--- config.mk ---
export PLATFORM = sky130hd
export DESIGN_NAME = led_pattern_gen
export DESIGN_NICKNAME = d
export VERILOG_FILES = /design/src/rtl/led_pattern_pkg.sv /design/src/rtl/led_pattern_gen_tick_prescaler.sv /design/src/rtl/led_pattern_gen.sv
export SDC_FILE = /design/constraint.sdc
export NUM_CORES = 1
export LEC_CHECK = 0
export BUFFER_PORTS_ARGS = -buffer_cell sky130_fd_sc_hd__buf_2
export CORE_ASPECT_RATIO = 2
export CORE_UTILIZATION = 40
export CTS_BUF_LIST = sky130_fd_sc_hd__clkbuf_8
export DETAILED_ROUTE_END_ITERATION = 12
export PLACE_DENSITY_LB_ADDON = 0.25
export SYNTH_ARGS = -nofsm -noshare
export SYNTH_HDL_FRONTEND = slang
export SYNTH_SLANG_ARGS = --single-unit
--- constraint.sdc ---
create_clock -name clk -period 2.3 [get_ports clk]
set_clock_uncertainty 0.2 [all_clocks]
set_input_delay 0.46 -clock clk [delete_from_list [all_inputs] [get_ports clk]]
set_output_delay 0.46 -clock clk [all_outputs]
set_load 0.01 [all_outputs]
--- src/rtl/led_pattern_pkg.sv ---
// Shared types and constants for the LED pattern engine and its prescaler.
// Imported by tick_prescaler and led_pattern_gen.
package led_pattern_pkg;

    localparam int PRESC_W = 32;

    typedef enum logic [1:0] {
        MODE_CHASE_UP   = 2'd0,
        MODE_CHASE_DOWN = 2'd1,
        MODE_BOUNCE     = 2'd2,
        MODE_BLINK_ALL  = 2'd3
    } mode_e;

    typedef enum logic {
        DIR_UP   = 1'b0,
        DIR_DOWN = 1'b1
    } dir_e;

    // Step period in clock cycles: base * (speed + 1), evaluated at prescaler width.
    function automatic logic [PRESC_W-1:0] calc_limit(
        input logic [PRESC_W-1:0] base,
        input logic [PRESC_W-1:0] speed
    );
        return base * (speed + PRESC_W'(1));
    endfunction

endpackage

--- src/rtl/led_pattern_gen_tick_prescaler.sv ---
// Programmable tick prescaler: emits a registered one-cycle tick every
// BASE_DIV*(speed+1) running cycles; pauses (count held) while run is low.
module tick_prescaler
    import led_pattern_pkg::*;
#(
    parameter int BASE_DIV = 5_000_000,
    parameter int SPEED_W  = 3
) (
    input  logic               clk,
    input  logic               rst,
    input  logic               run,
    input  logic [SPEED_W-1:0] speed,
    output logic               tick
);

    logic [PRESC_W-1:0] cnt_q;
    logic [PRESC_W-1:0] cnt_d;
    logic [PRESC_W-1:0] limit_s;
    logic               tick_q;
    logic               tick_d;

    // Count toward the limit; >= lets a shortened period fire at once instead of wrapping.
    always_comb begin
        limit_s = calc_limit(PRESC_W'(BASE_DIV), PRESC_W'(speed));
        cnt_d   = cnt_q;
        tick_d  = 1'b0;
        if (run) begin
            if (cnt_q >= (limit_s - PRESC_W'(1))) begin
                cnt_d  = PRESC_W'(0);
                tick_d = 1'b1;
            end else begin
                cnt_d  = cnt_q + PRESC_W'(1);
                tick_d = 1'b0;
            end
        end else begin
            cnt_d  = cnt_q;
            tick_d = 1'b0;
        end
    end

    // Counter and tick registers.
    always_ff @(posedge clk or posedge rst) begin
        if (rst) begin
            cnt_q  <= PRESC_W'(0);
            tick_q <= 1'b0;
        end else begin
            cnt_q  <= cnt_d;
            tick_q <= tick_d;
        end
    end

    assign tick = tick_q;

endmodule

--- src/rtl/led_pattern_gen.sv ---
// Multi-mode LED pattern engine (chase up/down, bounce, blink-all).
// Optional LED_PWM_DIM_EN adds a brightness port and PWM dimming of the LED bank.
module led_pattern_gen
    import led_pattern_pkg::*;
#(
    parameter int NUM_LEDS = 5,
    parameter int BASE_DIV = 5_000_000,
    parameter int SPEED_W  = 3,
    parameter int PWM_W    = 8
) (
    input  logic                clk,
    input  logic                rst,
    input  logic                run,
    input  logic [1:0]          mode,
    input  logic [SPEED_W-1:0]  speed,
`ifdef LED_PWM_DIM_EN
    input  logic [PWM_W-1:0]    brightness,
`endif
    output logic [NUM_LEDS-1:0] LED,
    output logic [NUM_LEDS-1:0] LED_en,
    output logic                clk_en,
    output logic                step_pulse
);

    localparam int PTR_W = (NUM_LEDS > 1) ? $clog2(NUM_LEDS) : 1;
    localparam logic [PTR_W-1:0]    PTR_ZERO = PTR_W'(0);
    localparam logic [PTR_W-1:0]    PTR_ONE  = PTR_W'(1);
    localparam logic [PTR_W-1:0]    PTR_MAX  = PTR_W'(NUM_LEDS - 1);
    localparam logic [NUM_LEDS-1:0] LED_ONE  = NUM_LEDS'(1);
    localparam logic [NUM_LEDS-1:0] LED_ALL  = {NUM_LEDS{1'b1}};
    localparam logic [NUM_LEDS-1:0] LED_NONE = {NUM_LEDS{1'b0}};

    logic                tick_s;
    mode_e               mode_s;
    dir_e                bounce_dir_s;
    logic [NUM_LEDS-1:0] pattern_cur_s;

    logic [PTR_W-1:0]    ptr_q,        ptr_d;
    dir_e                dir_q,        dir_d;
    logic                phase_q,      phase_d;
    mode_e               seq_mode_q,   seq_mode_d;
    logic                step_pulse_q, step_pulse_d;
    logic [NUM_LEDS-1:0] led_q,        led_d;
    logic [NUM_LEDS-1:0] pattern_d;

    tick_prescaler #(
        .BASE_DIV (BASE_DIV),
        .SPEED_W  (SPEED_W)
    ) u_prescaler (
        .clk   (clk),
        .rst   (rst),
        .run   (run),
        .speed (speed),
        .tick  (tick_s)
    );

    assign mode_s = mode_e'(mode);

    // Sequencer next state; seq_mode_q remembers the mode of the last step to detect BOUNCE entry.
    always_comb begin
        ptr_d        = ptr_q;
        dir_d        = dir_q;
        seq_mode_d   = seq_mode_q;
        bounce_dir_s = dir_q;
        if (mode_s != MODE_BLINK_ALL) begin
            phase_d = 1'b0;
        end else begin
            phase_d = phase_q;
        end
        if (tick_s) begin
            seq_mode_d = mode_s;
            case (mode_s)
                MODE_CHASE_UP: begin
                    ptr_d = (ptr_q == PTR_MAX) ? PTR_ZERO : ptr_q + PTR_ONE;
                end
                MODE_CHASE_DOWN: begin
                    ptr_d = (ptr_q == PTR_ZERO) ? PTR_MAX : ptr_q - PTR_ONE;
                end
                MODE_BOUNCE: begin
                    if (seq_mode_q != MODE_BOUNCE) begin
                        bounce_dir_s = (ptr_q == PTR_MAX) ? DIR_DOWN : DIR_UP;
                    end else begin
                        bounce_dir_s = dir_q;
                    end
                    if (bounce_dir_s == DIR_UP) begin
                        if (ptr_q == PTR_MAX) begin
                            dir_d = DIR_DOWN;
                            ptr_d = PTR_MAX - PTR_ONE;
                        end else begin
                            dir_d = DIR_UP;
                            ptr_d = ptr_q + PTR_ONE;
                        end
                    end else begin
                        if (ptr_q == PTR_ZERO) begin
                            dir_d = DIR_UP;
                            ptr_d = PTR_ONE;
                        end else begin
                            dir_d = DIR_DOWN;
                            ptr_d = ptr_q - PTR_ONE;
                        end
                    end
                end
                MODE_BLINK_ALL: begin
                    phase_d = ~phase_q;
                end
                default: begin
                    ptr_d = ptr_q;
                end
            endcase
        end else begin
            seq_mode_d = seq_mode_q;
        end
    end

    // Pattern loads only on a step; between steps the displayed pattern is held.
    always_comb begin
        step_pulse_d = tick_s;
        if (tick_s) begin
            if (mode_s == MODE_BLINK_ALL) begin
                pattern_d = phase_d ? LED_ALL : LED_NONE;
            end else begin
                pattern_d = LED_ONE << ptr_d;
            end
        end else begin
            pattern_d = pattern_cur_s;
        end
    end

`ifdef LED_PWM_DIM_EN
    logic [PWM_W-1:0]    pwm_cnt_q;
    logic [NUM_LEDS-1:0] pattern_q;

    // The undimmed pattern needs its own register since LED is gated every cycle.
    always_ff @(posedge clk or posedge rst) begin
        if (rst) begin
            pwm_cnt_q <= PWM_W'(0);
            pattern_q <= LED_ONE;
        end else begin
            pwm_cnt_q <= pwm_cnt_q + PWM_W'(1);
            pattern_q <= pattern_d;
        end
    end

    assign pattern_cur_s = pattern_q;
    assign led_d         = pattern_d & {NUM_LEDS{pwm_cnt_q < brightness}};
`else
    assign pattern_cur_s = led_q;
    assign led_d         = pattern_d;
`endif

    // Sequencer state and registered outputs.
    always_ff @(posedge clk or posedge rst) begin
        if (rst) begin
            ptr_q        <= PTR_ZERO;
            dir_q        <= DIR_UP;
            phase_q      <= 1'b0;
            seq_mode_q   <= MODE_CHASE_UP;
            step_pulse_q <= 1'b0;
            led_q        <= LED_ONE;
        end else begin
            ptr_q        <= ptr_d;
            dir_q        <= dir_d;
            phase_q      <= phase_d;
            seq_mode_q   <= seq_mode_d;
            step_pulse_q <= step_pulse_d;
            led_q        <= led_d;
        end
    end

    assign LED        = led_q;
    assign step_pulse = step_pulse_q;
    assign LED_en     = LED_ALL;
    assign clk_en     = 1'b1;

endmodule

==> results of run 1 <==
==> critical path, stage by stage <==
cell	delay (ns)
buf_8	0.09
clkinvlp_4	0.13
ha_4	0.33
ha_4	0.21
xnor2_2	0.16
ha_2	0.20
inv_2	0.04
fa_2	0.39
xor2_2	0.19
and3_4	0.21
a21bo_4	0.24
or3_4	0.44
o22a_1	0.24
nor2_2	0.09
xor2_1	0.17
ha_1	0.27
a211o_1	0.29
nor2_1	0.10
nor2_1	0.04
o21ai_1	0.08
a21oi_2	0.07
o31a_1	0.30
buf_12	0.18
nor2_1	0.12
==> synth_stat cells, drive strengths merged, types with 4 or more instances <==
| library cell | count | share of area [%] |
|---|---|---|
| buf | 10 | 1.9 |
| and2 | 4 | 0.62 |
| inv | 22 | 2.0 |
| nor3 | 8 | 0.99 |
| nand3 | 16 | 2.0 |
| nand2b | 6 | 0.93 |
| a31oi | 5 | 0.78 |
| xor2 | 30 | 6.5 |
| xnor2 | 22 | 4.8 |
| o21a | 4 | 0.74 |
| nor2b | 10 | 1.6 |
| nor3b | 5 | 0.93 |
| clkbuf | 6 | 0.56 |
| nand4 | 12 | 1.9 |
| mux2i | 5 | 1.2 |
| ha | 49 | 15 |
| a21oi | 9 | 1.1 |
| nor2 | 65 | 6.0 |
| and3 | 9 | 1.4 |
| nand2 | 35 | 3.3 |
| o21ai | 14 | 1.7 |
| dfrtp | 45 | 28 |
| a21o | 4 | 0.74 |
==> metal layers <==
layer | track usage [%] | part of all wire, % | up-vias
met5 | 0 | 0 | -
met3 | 1.533 | 1.4 | 35
li1 | - | - | 1831
met4 | 17.75 | 6.6 | 0
met1 | 18.81 | 33 | 1763
met2 | 44.44 | 59 | 55
==> stage by stage <==
stage	setup TNS, ns	cell area [sq um]	hold slack, ns	worst slack [ns]
after global routing	-93.25	5477	0.3343	-2.866
after global placement	-101.36	5017	0.2561	-3.195
after detailed placement	-102.64	5017	0.2674	-3.237
after floorplan	-89.32	4224	0.1519	-2.755
after CTS	-88.09	5274	0.2979	-2.709
final	-88.23	5477	0.2975	-2.722
==> registers in the layout, summed over array words and instances (netlist names) <==
signal / count
u_prescaler.cnt_q: 32
LED: 5
ptr_q: 3
seq_mode_q: 2
dir_q: 1
phase_q: 1
step_pulse: 1
u_prescaler.tick: 1
==> where the power goes <==
| part | leakage, uW | switching [uW] | total (uW) | internal (uW) |
|---|---|---|---|---|
| logic | 0.00192 | 658 | 1350 | 689 |
| registers | 0.000608 | 41.2 | 916 | 875 |
| clock network | 0.0000408 | 307 | 525 | 218 |
==> final cells by class <==
cell class	count	area (sq um)	share of cell area [%]
clock buffer	5	68.82	1.257
clock inverter	3	23.77	0.4341
inverter	22	86.33	1.576
multi-input combinational	379	3139	57.32
sequential	46	1152	21.04
tap	132	165.2	3.016
timing repair buffer	109	840.8	15.35
==> kinds of logic (layout without fill, tap and decap cells) <==
kind of cell               Yosys count  in the layout  synth area share [%]
muxes                                7              7                 1.798
adders and majority gates           51             51                 16.19
and+or+nand+nor                    185            185                 22.79
AOI/OAI and AO/OA                   78             78                 14.76
DFF                                 46             46                 28.56
xor gates and xnor gates            52             52                 11.29
buffers and inverters               38            139                 4.527
other                                1              6               0.09293
==> repair_timing <==
action,CTS,global route
gates resized for setup,19,42
endpoints found under the hold margin,16,0
hold buffers,1,0
setup endpoints to repair,35,36
gates cloned,0,0
setup buffers,6,2
pin swaps,15,21
==> how the worst min path moves through the flow <==
stage                                 from                    end  slack (ns)  depth (start not counted)
after global placement                 rst   u_prescaler.cnt_q[7]        0.26                          2
after CTS                          mode[1]          seq_mode_q[1]        0.30                          3
final                               LED[0]                 LED[0]        0.30                          2
after global routing               mode[1]          seq_mode_q[1]        0.33                          3
after detailed placement               rst  u_prescaler.cnt_q[11]        0.27                          2
after floorplan           u_prescaler.tick             step_pulse        0.15                          0
==> run metrics, run 1 <==
CTS Buf Count=5; NumNets Final=622; syn_area_per_cell=8.810 sq um; proportion of layout cells with a drive suffix above 1=33.16%; Synth Cell Area=0.004035 sq mm; DR iter-0 viols=101; reg-to-reg slack, setup=-0.21 ns; DR WL/cell=15.79 microns; Peak VDD IR=0.3065 mV; # diodes=0; clk slew on worst S/H paths=0.10 ns; Vias=3684; CTS tree=done; Setup CP Type=input pin to flop; Syn Inst Count=458; fin crit period=5.022 ns; crit path DAT=5.05 ns; startpoint types=input pin; final hold viol count=0; Max clock buf depth=2; top_reg_cell synth=dfrtp_1; crit share post-route=218.4%; register area share after synthesis=28.56%; CP Capture Type=flop; Worst EP required=2.33 ns; status=complete, but fails checks; pin count of the biggest net entering global routing=23; Inst Count DP=680; worst-path maximum fanout=22; Yosys Warn Count=0; Area Growth Syn to Fin=35.72%; actual slew at the worst max-slew pin=0.5450 ns; CORE AREA=0.009763 sq mm; antenna viol nets, final=0; FF-to-FF End=u_prescaler.cnt_q[25]; FMAX=0.1991 GHz; Die H=144.0 microns; CTS root buf=clkbuf_8; HP Class=flop to flop; gr ovfl total=0; final WL=10990 microns; Vias/cell=5.293; Power Dens Cells=509.0 mW/mm^2; Post-synth EDFFs=0; IO Port Bufs=13; Pleak=0.002566 uW; # IOs=20; Synth async-reset ratio=100.0%; initial antenna violation count=0; non-filler instance count after layout=696; Clock Latency Late Sink=0.32 ns; failing checks=setup timing; vias in the first global route=3922; RSZ-0062 raised after global routing=true; Site Rows=51; Slew Viols, Final=0; crit path launch=speed[0]; hpwl dp=8751 microns; first-pass GRT wire length=17640 microns; PnR worst setup slack=-2.722 ns; Chip Width=73.02 microns; starting density of the core=41.33%; most frequent cells in the layout=buf_4 (90), nor2_1 (58), dfrtp_1 (45); synth unique cells=69; H-tree Lvls=2; relative slew slack=63.67%; Fillers=895; Max-Cap Viols=0; crit path capture=u_prescaler.cnt_q[25]; Tot Pwr=2787 uW; gr usage total=22.17%; R2R cell count=8; commonest non-fill, non-tap cell in the layout=buf_4; drt drc=0; Placer Congestion=0.8957; fin util=56.09%; flip-flop and latch count after synthesis=46; router iterations before antenna repair=4; # setup viols final=33; # clock sinks=46; die area=0.01052 sq mm; FF-to-FF Start=u_prescaler.cnt_q[6]
(Power assumes the default switching activity.)
==> inputs of run 2 (changes only) <==
--- a/config.mk
+++ b/config.mk
@@ -10,7 +10,9 @@
 export CORE_UTILIZATION = 40
 export CTS_BUF_LIST = sky130_fd_sc_hd__clkbuf_8
 export DETAILED_ROUTE_END_ITERATION = 12
+export MAX_ROUTING_LAYER = met4
 export PLACE_DENSITY_LB_ADDON = 0.25
+export SKIP_LAST_GASP = 1
 export SYNTH_ARGS = -nofsm -noshare
 export SYNTH_HDL_FRONTEND = slang
 export SYNTH_SLANG_ARGS = --single-unit
==> run 2 against run 1 <==
  * Hold slack improved by 0.0049 ns
  * Clock-buffer cell count unchanged
  * Cell count is the same
  * Largest cell class unchanged
  * Power about the same
  * Critical endpoint unchanged
  * Highest routed layer unchanged
  * Routed wire length grew 0.26%
  * Register-to-register slack barely moved
  * The flow still finishes with violations (setup timing)
  * Critical path type unchanged
==> run metrics, run 2 (same netlist as run 1, synthesis figures left out) <==
status=complete, but fails checks (unchanged); failing checks=setup timing (unchanged); FF-to-FF Start=u_prescaler.cnt_q[6] (unchanged); H-tree Lvls=2 (unchanged); final WL=11020 microns (was 10990 microns); max reg flops=32 (unchanged); first-pass GRT wire length=17650 microns (was 17640 microns); FMAX=0.1992 GHz (was 0.1991 GHz); pin count of the biggest net entering global routing=23 (unchanged); # clock sinks=46 (unchanged); NumNets Final=622 (unchanged); clk slew on worst S/H paths=0.10 ns (about the same); hpwl dp=8751 microns (unchanged); Setup CP Type=input pin to flop (unchanged); die area=0.01052 sq mm (unchanged); Area Growth Syn to Fin=35.72% (unchanged); CTS Buf Count=5 (unchanged); final instance area=0.005477 sq mm (unchanged); initial antenna violation count=0 (unchanged); actual slew at the worst max-slew pin=0.5380 ns (was 0.5450 ns); final hold viol count=0 (unchanged); starting density of the core=41.33% (unchanged); R2R cell count=8 (unchanged); fin crit period=5.021 ns (was 5.022 ns); most frequent cells in the layout=buf_4 (90), nor2_1 (58), dfrtp_1 (45) (unchanged); Peak VDD IR=0.3063 mV (was 0.3065 mV); PnR worst setup slack=-2.721 ns (was -2.722 ns); Max clock buf depth=2 (unchanged); DR iter-0 viols=118 (was 101); startpoint types=input pin (unchanged); # setup viols final=33 (unchanged); Die H=144.0 microns (unchanged); CP Capture Type=flop (unchanged); reg-to-reg slack, setup=-0.20 ns (was -0.21 ns); crit path DAT=5.05 ns (about the same); vias in the first global route=3921 (was 3922); antenna viol nets, final=0 (unchanged); CP Depth=24 (unchanged); crit path launch=speed[0] (unchanged); gr usage total=22.82% (was 22.17%); RSZ-0062 raised after global routing=true (unchanged); most used cell, CP=nor2_1 (unchanged); CP top delay family=adder cells (unchanged); IO Port Bufs=13 (unchanged); Site Rows=51 (unchanged); Max-Cap Viols=0 (unchanged); Vias/cell=5.270 (was 5.293); crit path capture=u_prescaler.cnt_q[25] (unchanged); setup TNS=-88.29 ns (was -88.23 ns); CTS root buf=clkbuf_8 (unchanged); Inst Count DP=680 (unchanged); Chip Width=73.02 microns (unchanged); router iterations before antenna repair=4 (unchanged); Worst path max stage delay=0.44 ns (about the same); worst-path maximum fanout=22 (unchanged); Placement Cell Area=0.005017 sq mm (unchanged); fin util=56.09% (unchanged); # diodes=0 (unchanged); CTS tree=done (unchanged); non-filler instance count after layout=696 (unchanged); Slew Viols, Final=0 (unchanged); gr ovfl total=0 (unchanged); Pleak=0.002566 uW (about the same); relative slew slack=64.13% (was 63.67%); Clock Latency Late Sink=0.31 ns (was 0.32 ns); FF-to-FF End=u_prescaler.cnt_q[25] (unchanged); Placer Congestion=0.9109 (was 0.8957); Reg with most FFs=u_prescaler.cnt_q (unchanged); DP Worst Slack=-3.237 ns (unchanged); Power Dens Cells=508.9 mW/mm^2 (was 509.0 mW/mm^2); DR WL/cell=15.83 microns (was 15.79 microns); CORE AREA=0.009763 sq mm (unchanged); drt drc=0 (unchanged); # IOs=20 (unchanged); CP Buf/Inv Count=4 (unchanged); Vias=3668 (was 3684); HP Class=flop to flop (unchanged); slowest CP cell=or3_4 (unchanged); proportion of layout cells with a drive suffix above 1=33.16% (unchanged); commonest non-fill, non-tap cell in the layout=buf_4 (unchanged); crit share post-route=218.3% (was 218.4%); critical-path cell list=buf_8, clkinvlp_4, ha_4, ha_4, xnor2_2, ha_2, inv_2, fa_2, xor2_2, and3_4, a21bo_4, or3_4, o22a_1, nor2_2, xor2_1, ha_1, a211o_1, nor2_1, nor2_1, o21ai_1, a21oi_2, o31a_1, buf_12, nor2_1 (unchanged); Worst EP required=2.33 ns (about the same)
## run 2: cell counts in the layout (fill, tap and decap cells not counted)
No cell type changed its count.
## run 2: metal layers
layer  track usage, %  vias up  wire length [microns]
met4            17.75        0                    704
met1            18.90     1753                   3671
met3            1.533       35                    142
met5                -        -                      0
li1                 -     1827                      -
met2            44.44       53                   6503
## run 2: worst min-delay path, stage by stage (launching register included)
cell	delay (ns)
dfstp_2	0.38
nor2_1	0.08
nor2_1	0.05
## run 2: final cells by class
type	instances	area, sq um
tap	132	165.2
fill	895	4287
clock inverter	3	23.77
sequential	46	1152
multi-input combinational	379	3139
clock buffer	5	68.82
timing repair buffer	109	840.8
inverter	22	86.33
## run 2: what timing repair did
item                                    CTS  global route
pin swaps                                15            20
cloned                                    0             0
buffers inserted                          6             2
endpoints found under the setup margin   35            36
resized for setup                        19            42
hold buffers                              1             0
hold endpoints to repair                 16             0
## run 2: report_power, final
group          leakage [uW]  internal [uW]  total [uW]  switching (uW)
registers          0.000608            875         916            41.5
logic               0.00192            689        1350             658
clock network     0.0000408            218         524             306
total               0.00257           1780        2790            1010
## run 2: worst min-delay path by stage
stage,startpoint,endpoint,slack (ns),cells past startpoint
6_report,LED[0],LED[0],0.30,2
5_1_grt,mode[1],seq_mode_q[1],0.33,3
4_1_cts,mode[1],seq_mode_q[1],0.30,3
3_5_place_dp,rst,u_prescaler.cnt_q[11],0.27,2
3_3_place_gp,rst,u_prescaler.cnt_q[7],0.26,2
2_1_floorplan,u_prescaler.tick,step_pulse,0.15,0
## run 2: through the flow
stage	total power (uW)	hold slack [ns]
4_1_cts	2716	0.2979
6_report	2787	0.3024
3_5_place_dp	2122	0.2674
2_1_floorplan	1665	0.1519
5_1_grt	2954	0.3340
3_3_place_gp	2094	0.2561
